## config.mk

```make
export PLATFORM = sky130hd
export DESIGN_NAME = fetch_stage
export DESIGN_NICKNAME = d
export VERILOG_FILES = /design/src/rtl/fetch_pkg.sv /design/src/rtl/fetch_stage_pc_reg.sv /design/src/rtl/fetch_stage.sv
export SDC_FILE = /design/constraint.sdc
export NUM_CORES = 1
export LEC_CHECK = 0
export CAP_MARGIN = 0
export CORE_UTILIZATION = 44
export CTS_CLUSTER_DIAMETER = 80
export DETAILED_ROUTE_END_ITERATION = 7
export GPL_ROUTABILITY_DRIVEN = 0
export PLACE_DENSITY = 0.85
export SLEW_MARGIN = 20
export SYNTH_ARGS = -nofsm -noshare
export SYNTH_HDL_FRONTEND = slang
export SYNTH_SLANG_ARGS = --single-unit
```

## constraint.sdc

```tcl
create_clock -name clk -period 4.1 [get_ports clk]
set_input_delay 1.23 -clock clk [delete_from_list [all_inputs] [get_ports clk]]
set_output_delay 1.23 -clock clk [all_outputs]
set_load 0.01 [all_outputs]
```

## src/rtl/fetch_pkg.sv

```systemverilog
// rtl/fetch_pkg.sv - shared types and constants for the instruction-fetch front end
package fetch_pkg;

    typedef enum logic [2:0] {
        BOOT,
        REQ,
        WAIT,
        HAVE,
        DROP
    } fetch_state_t;

    localparam logic [31:0] NOP_BUBBLE = 32'h0;
    localparam int unsigned PC_STEP    = 4;

endpackage

```

## src/rtl/fetch_stage_pc_reg.sv

```systemverilog
// rtl/fetch_stage_pc_reg.sv - program counter with load / increment / hold controls
module pc_reg
    import fetch_pkg::*;
#(
    parameter int                ADDR_W   = 32,
    parameter logic [ADDR_W-1:0] RESET_PC = '0
) (
    input  logic              clk_i,
    input  logic              rst_i,
    input  logic              load_i,
    input  logic              inc_i,
    input  logic [ADDR_W-1:0] target_i,
    output logic [ADDR_W-1:0] pc_o
);

    logic [ADDR_W-1:0] pc_q;
    logic [ADDR_W-1:0] pc_d;

    // Load wins over increment; redirect targets are forced word-aligned.
    always_comb begin
        pc_d = pc_q;
        if (load_i) begin
            pc_d = target_i & ~ADDR_W'(3);
        end else if (inc_i) begin
            pc_d = pc_q + ADDR_W'(PC_STEP);
        end
    end

    always_ff @(posedge clk_i or posedge rst_i) begin
        if (rst_i) begin
            pc_q <= RESET_PC;
        end else begin
            pc_q <= pc_d;
        end
    end

    assign pc_o = pc_q;

endmodule

```

## src/rtl/fetch_stage.sv

```systemverilog
// rtl/fetch_stage.sv - fetch FSM and F-stage output registers; FETCH_PERF_CNT_EN adds fetch/stall counters
module fetch_stage
    import fetch_pkg::*;
#(
    parameter int                ADDR_W   = 32,
    parameter logic [ADDR_W-1:0] RESET_PC = '0
) (
    input  logic              clk,
    input  logic              reset,
    input  logic              StallF,
    input  logic              RedirectF,
    input  logic [ADDR_W-1:0] PCTargetF,
    output logic              imem_req,
    output logic [ADDR_W-1:0] imem_addr,
    input  logic              imem_rvalid,
    input  logic [31:0]       imem_rdata,
    output logic [31:0]       InstrF,
    output logic [ADDR_W-1:0] PCF,
    output logic [ADDR_W-1:0] PCPlus4F,
    output logic              ValidF
`ifdef FETCH_PERF_CNT_EN
    ,
    output logic [31:0]       fetch_cnt,
    output logic [31:0]       stall_cnt
`endif
);

    fetch_state_t      state_q, state_d;
    logic [31:0]       instr_q, instr_d;
    logic [ADDR_W-1:0] pcf_q, pcf_d;
    logic              valid_q, valid_d;
    logic              pc_load, pc_inc;
    logic [ADDR_W-1:0] pc;

    pc_reg #(
        .ADDR_W  (ADDR_W),
        .RESET_PC(RESET_PC)
    ) u_pc_reg (
        .clk_i   (clk),
        .rst_i   (reset),
        .load_i  (pc_load),
        .inc_i   (pc_inc),
        .target_i(PCTargetF),
        .pc_o    (pc)
    );

    always_comb begin
        state_d  = state_q;
        instr_d  = instr_q;
        pcf_d    = pcf_q;
        valid_d  = valid_q;
        pc_load  = 1'b0;
        pc_inc   = 1'b0;
        imem_req = 1'b0;
        unique case (state_q)
            BOOT: begin
                state_d = REQ;
            end
            REQ: begin
                imem_req = 1'b1;
                if (RedirectF) begin
                    pc_load = 1'b1;
                    state_d = DROP;
                end else begin
                    state_d = WAIT;
                end
            end
            WAIT: begin
                if (RedirectF) begin
                    pc_load = 1'b1;
                    state_d = imem_rvalid ? REQ : DROP;
                end else if (imem_rvalid) begin
                    instr_d = imem_rdata;
                    pcf_d   = pc;
                    valid_d = 1'b1;
                    state_d = HAVE;
                end
            end
            HAVE: begin
                if (RedirectF) begin
                    valid_d = 1'b0;
                    instr_d = NOP_BUBBLE;
                    pc_load = 1'b1;
                    state_d = REQ;
                end else if (!StallF) begin
                    valid_d = 1'b0;
                    instr_d = NOP_BUBBLE;
                    pc_inc  = 1'b1;
                    state_d = REQ;
                end
            end
            DROP: begin
                // A redirect here only retargets; a response arriving the same
                // cycle is still the stale one, so it retires the drop.
                pc_load = RedirectF;
                if (imem_rvalid) begin
                    state_d = REQ;
                end
            end
            default: begin
                state_d = BOOT;
            end
        endcase
    end

    always_ff @(posedge clk or posedge reset) begin
        if (reset) begin
            state_q <= BOOT;
            instr_q <= NOP_BUBBLE;
            pcf_q   <= RESET_PC;
            valid_q <= 1'b0;
        end else begin
            state_q <= state_d;
            instr_q <= instr_d;
            pcf_q   <= pcf_d;
            valid_q <= valid_d;
        end
    end

    assign imem_addr = pc;
    assign InstrF    = instr_q;
    assign PCF       = pcf_q;
    assign PCPlus4F  = pcf_q + ADDR_W'(PC_STEP);
    assign ValidF    = valid_q;

`ifdef FETCH_PERF_CNT_EN
    logic [31:0] fetch_cnt_q;
    logic [31:0] stall_cnt_q;

    always_ff @(posedge clk or posedge reset) begin
        if (reset) begin
            fetch_cnt_q <= '0;
            stall_cnt_q <= '0;
        end else if (state_q == HAVE) begin
            if (!StallF && !RedirectF) begin
                fetch_cnt_q <= fetch_cnt_q + 32'd1;
            end
            if (StallF) begin
                stall_cnt_q <= stall_cnt_q + 32'd1;
            end
        end
    end

    assign fetch_cnt = fetch_cnt_q;
    assign stall_cnt = stall_cnt_q;
`endif

endmodule

```

==> impl_metrics.ini, run 1 <==
[status]
outcome = finished clean

[cts]
clockBufferDepth = 2
clock_latency_ps = 370
h-tree-depth = 3
cts_tree = built
clock-sinks = 96
numCtsBuffers = 9
cts-root-buf = clkbuf_8
path_clk_slew_ps = 100

[synth]
syn_avg_cell_area_um2 = 10.89
synth_top_flop_cell = dfrtp_1
ys_ff_latch = 96
synthesis.area_mm2 = 0.004913
yosysTopAreaCell = dfrtp_1
seq_area_frac_synth = 0.4889
synth_top_area_frac = 0.4889
synth_edf_count = 0
ys_types = 56
synthCells = 451
netlist_top_cells_area = dfrtp_1, a22o_1, mux2_2, xnor2_1, nand3_1
synthArstFlopShare = 1.000
synth_warnings = 0

[routing]
wirelength_mm = 14.22
routed-wl-met3_mm = 1.121
dr.pass1.iters = 5
wl_per_cell_um = 18.15
vias = 4402
viasPerCell = 5.622
wl_met2_mm = 6.992
m1WireLength_mm = 5.717
top_layer = met4
drt_iter0_drc = 414
drc_errors = 0
ant_nets = 0

[die]
die-area_mm2 = 0.01159
num_io_pins = 199
die_h_um = 107.7
die_w_um = 107.7
core.rowCount = 38
start_util = 0.4533
core_area_mm2 = 0.01084

[cells_and_area]
antennaDiodeCount = 0
drive_gt1_frac = 0.09953
layout.nets = 709
syn_to_final_growth_pct = 45.89
fillerInstances = 826

[sta]
slew_viol_final = 0
setup_slack_ps = 110.6
finalHoldViolCount = 0
tns_ps = 0
skew_ps = 9.395
setup_viol = 0
worstMarginPinSlew_ps = 749.1
fin_crit_sh = 0.9730
rsz0062_at_grt = false
hold_ws_ps = 504.8
layout_min_cycle_time_ps = 3989
maxSlewHeadroom = 0.4987
max_clock_freq_mhz = 250.7

[pwr]
power_density_mw_per_mm2 = 775.7
power_w = 0.005560
cellLeakagePower_nw = 2.824
irDropWorstVdd_mv = 0.3499

[place]
place_ws_ps = 518.0
post-dp-hpwl_mm = 10.59
numPortBuffers = 190

[global_route]
grt_use_total = 0.2440
grt_remaining_overflow = 0
grt_max_degree = 65
grt_antenna_before_repair = 0
grt_pass1_vias = 4239
grt_pass1_wl_mm = 21.81

[critical_path]
cp_data_required_time_ps = 2870
end_kind = output pin
crit_top_cell = nand4_1
worstSetupPathType = flip-flop to output pin
worstPathCellList = nand4_1 > nor4_4 > buf_4 > nand4_1 > xnor2_1 > clkdlybuf4s50_1
critPathSlowestCell = nor4_4
cp_max_fo = 7
worst_setup_path_start_kind = flip-flop
worst_ep_arrival_time_ps = 2760
worst_path_largest_cell_delay_ps = 570

[min_path]
hp-class = flip-flop to flip-flop

[run]
maxCapViolCount = 0
final timing paths:
path,slack (ps),from,depth (start not counted),endpoint
setup reg to reg,1920,state_q[0],5,u_pc_reg.pc_o[4]
min in group asynchronous,1280,reset,2,InstrF[5]
hold reg to reg,500,ValidF,1,ValidF
max in group asynchronous,2050,reset,3,InstrF[30]
setup / recovery,110,PCF[12],6,PCPlus4F[23]
hold / removal,500,ValidF,1,ValidF
what timing repair did:
action                     4_1_cts  5_1_grt
hold buffers                     0        0
setup endpoints to repair        0        3
setup buffers                    0        1
resized for setup                0        0
synthesized netlist by cell type, types with 2 or more instances:
cell type	count
nand3_1	32
mux2_2	23
a22oi_1	7
buf_2	13
nor2b_1	3
or2_1	2
nor3_2	2
o21ai_1	2
o311ai_1	5
or2_2	2
ha_1	2
nor3_1	8
clkbuf_1	6
xor2_1	17
a21oi_1	7
and4_1	6
a22o_1	32
dfrtp_1	96
nand4_1	19
nor2_1	19
nand2_1	38
inv_1	4
nor4_4	3
a221o_1	3
mux2_1	7
and3_1	9
a21o_1	6
xnor2_1	25
o21ai_0	14
o211ai_1	4
buf_4	9
nand2b_1	2
power breakdown:
| group | total, W | internal [W] | switching [W] |
|---|---|---|---|
| Sequential | 0.00201 | 0.00139 | 0.000622 |
| Combinational | 0.00287 | 0.00167 | 0.00120 |
| Clock | 0.000679 | 0.000347 | 0.000332 |
cells in the final DEF, fill, tap and decap left out, drive strengths merged, types with 4 or more instances in the layout:
cell type and instances:
nor2 20, and3 9, a22oi 7, conb 6, a21o 6, dfrtp 96, xnor2 25, and4 6
o21ai 16, a22o 32, nand3 32, nor3 10, a21oi 8, buf 10, or2 4, nand2 38
inv 5, o311ai 7, o211ai 5, clkdlybuf4s50 190, xor2 17, clkbuf 10, mux2 30, nand4 20
nor4 4
cells by family (layout without fill, tap and decap cells):
logic type	Yosys count	in the layout	share of synthesized area
AND/OR/NAND/NOR	155	155	0.1818
buffers and inverters	33	220	0.03539
XOR/XNOR	42	42	0.07487
other	1	6	0.0007632
multiplexers	30	30	0.06876
flip-flops	96	96	0.4889
adder cells (fa/ha/maj)	2	2	0.005092
AO/OA/AOI/OAI	92	92	0.1444
area by class of cell:
cell class | count | area (um2) | area share
inverters | 4 | 17.52 | 0.002444
clock inverters | 6 | 92.59 | 0.01292
well taps | 140 | 175.2 | 0.02444
flip-flops and latches | 96 | 2402 | 0.3351
repair buffers | 200 | 1989 | 0.2775
clock buffers | 10 | 127.6 | 0.01780
multi-input cells | 327 | 2364 | 0.3297
metrics by stage:
step,utilization,cell area [um2],cells
CTS,0.6605,7161,782
global placement,0.6402,6940,766
detailed placement,0.6402,6940,766
floorplan,-,4932,456
finish,0.6612,7168,783
global route,0.6612,7168,783
sequential cells by signal (all words and copies together) (netlist names):
register,cells
InstrF,32
PCF,30
u_pc_reg.pc_o,30
state_q,3
ValidF,1
critical path: cells and delay by family, from the launching register on:
family / cells / cell delay (ps)
AND/OR/NAND/NOR: 3 / 970
buffers and inverters: 2 / 780
flip-flops: 1 / 450
XOR/XNOR: 1 / 190
layer usage:
layer  GRT usage  up-vias
li1            -     2032
met1      0.3026     2120
met2      0.4116      218
met3     0.04540       32
met4      0.1106        0
met5           0        -
Power figures use the tool's default switching activity.
==> inputs of run 2 (changes only) <==
CORE_MARGIN = 2   (was not set)
CORE_UTILIZATION = 47   (was 44)
PLACE_DENSITY = 0.9   (was 0.85)
clock period = 5.1 ns   (was 4.1 ns; I/O delays follow)
==> run 2 against run 1 <==
Net effect: sequential share of layout area rose by 0.19 points; die area fell by 2.6%; wire length rose by 0.85%; core utilization rose by 3.5 points; register-to-register slack improved by 670 ps; sequential cell count did not move; highest routed layer unchanged.
==> impl_metrics.ini, run 2 (synthesis results as in run 1) <==
[min_path]
whs_path_depth = 1
min_from = ValidF
min_to = ValidF
hp-class = flip-flop to flip-flop

[place]
post-dp-hpwl_mm = 10.29
numPortBuffers = 190
postPlaceCellArea_mm2 = 0.006915

[cells_and_area]
stdcell_area_mm2 = 0.007128
final_cell_mix = clkdlybuf4s50_1, dfrtp_1, nand2_1
drive_gt1_frac = 0.09828
layout.nets = 707
antennaDiodeCount = 0
final_common_cell = clkdlybuf4s50_1
syn_to_final_growth_pct = 45.07
largest_reg_flops = 32

[global_route]
grt_pass1_wl_mm = 22.26
grt_max_degree = 74
grt_pass1_vias = 4263
grt_remaining_overflow = 0
grt_antenna_before_repair = 0
grt_use_total = 0.2493

[pwr]
internal_power_w = 0.002702
p_switching_w = 0.001748
p_seq_frac = 0.363
switching_share = 0.3929
clockPowerShare = 0.120
power_density_mw_per_mm2 = 624.3
pwr-share-comb = 0.516
cellLeakagePower_nw = 2.814
irDropWorstVdd_mv = 0.3039

[die]
core.rowCount = 37
start_util = 0.4802
die-area_mm2 = 0.01129
num_io_pins = 199
die_w_um = 106.2
die_h_um = 106.2
core_area_mm2 = 0.01023

[routing]
wl_per_cell_um = 18.45
drt_iter0_drc = 394
dr.pass1.iters = 6
wirelength_mm = 14.34
vias = 4481
viasPerCell = 5.767
drc_errors = 0
ant_nets = 0

[sta]
layout_min_cycle_time_ps = 4389
maxSlewHeadroom = 0.3934
fin_crit_sh = 0.8606
max_clock_freq_mhz = 227.8
worstMarginPinSlew_ps = 909.9
rsz0062_at_grt = false
setup_viol = 0
skew_ps = 12.34
tns_ps = 0
finalHoldViolCount = 0
slew_viol_final = 0

[run]
maxCapViolCount = 0

[cts]
cts-root-buf = clkbuf_8
clock_latency_ps = 360
cts_tree = built
cts_resized = 0
numCtsBuffers = 9
path_clk_slew_ps = 100
clock-sinks = 96
clockBufferDepth = 2
h-tree-depth = 3
ctsHoldBuffers = 0
post-cts-setup-buffer-count = 0

[critical_path]
end_kind = output pin
worstSetupPathType = flip-flop to output pin
reg2regPathDepth = 6
ff2ff_setup_slack_ps = 2590
r2r_end = InstrF[13]
worst_ep_arrival_time_ps = 2860
worst_setup_path_start_kind = flip-flop
timing.rr.start = state_q[2]
cp_data_required_time_ps = 3570
cp_max_fo = 8

[status]
outcome = finished clean
-- run 2: cell count changes in the layout (fill, tap and decap cells not counted) --
| cell | delta |
|---|---|
| clkinvlp_4 | -1 |
| inv_6 | +1 |
| inv_8 | +1 |
| clkbuf_8 | +1 |
| buf_12 | -1 |
| buf_4 | -1 |
| bufinv_16 | -1 |
| clkbuf_1 | -1 |
-- run 2: how the worst max path moves through the flow --
stage	start	to	depth (start not counted)
global placement	RedirectF	InstrF[26]	7
finish	PCF[12]	PCPlus4F[31]	6
global route	PCF[12]	PCPlus4F[31]	6
floorplan	reset	InstrF[0]	1
CTS	PCF[12]	PCPlus4F[31]	6
detailed placement	RedirectF	InstrF[13]	7
-- run 2: stage by stage --
stage	worst slack (ps)	hold slack (ps)	std cells	total power (W)	util
global route	570.4	519.7	777	0.004689	0.6967
detailed placement	1039	478.7	761	0.003911	0.6759
global placement	1149	460.0	761	0.003815	0.6759
floorplan	1065	497.1	456	0.002637	-
CTS	714.1	503.0	777	0.004462	0.6967
finish	711.1	499.2	777	0.004450	0.6967
-- run 2: final cells by class --
cell class,count,area [um2]
Fill cell,742,3103
Sequential cell,96,2402
Multi-Input combinational cell,327,2364
Timing Repair Buffer,198,1962
Tap cell,136,170.2
Clock buffer,10,137.6
Clock inverter,6,75.07
Inverter,4,17.52
-- run 2: power by group through the flow --
stage | Sequential, W | Clock (W) | Combinational (W)
6_report | 0.00162 | 0.000535 | 0.00230
5_1_grt | 0.00167 | 0.000576 | 0.00244
4_1_cts | 0.00161 | 0.000540 | 0.00231
3_5_place_dp | 0.00161 | 0 | 0.00230
3_3_place_gp | 0.00158 | 0 | 0.00223
2_1_floorplan | 0.00164 | 0 | 0.000997
-- run 2: worst max-delay path, stage by stage, from the launching register on --
cell and delay, ps:
dfrtp_1 450, nand4_1 270, nor4_4 720, and3_1 260, nand3_1 90, xnor2_1 140
clkdlybuf4s50_1 550
-- run 2: layer usage --
layer | global-route usage | wire, um | vias to the layer above
met5 | 0 | 0 | -
met4 | 0.1259 | 517 | 0
met1 | 0.3307 | 5786 | 2205
met3 | 0.03679 | 919 | 37
met2 | 0.3993 | 7113 | 205
li1 | - | - | 2034
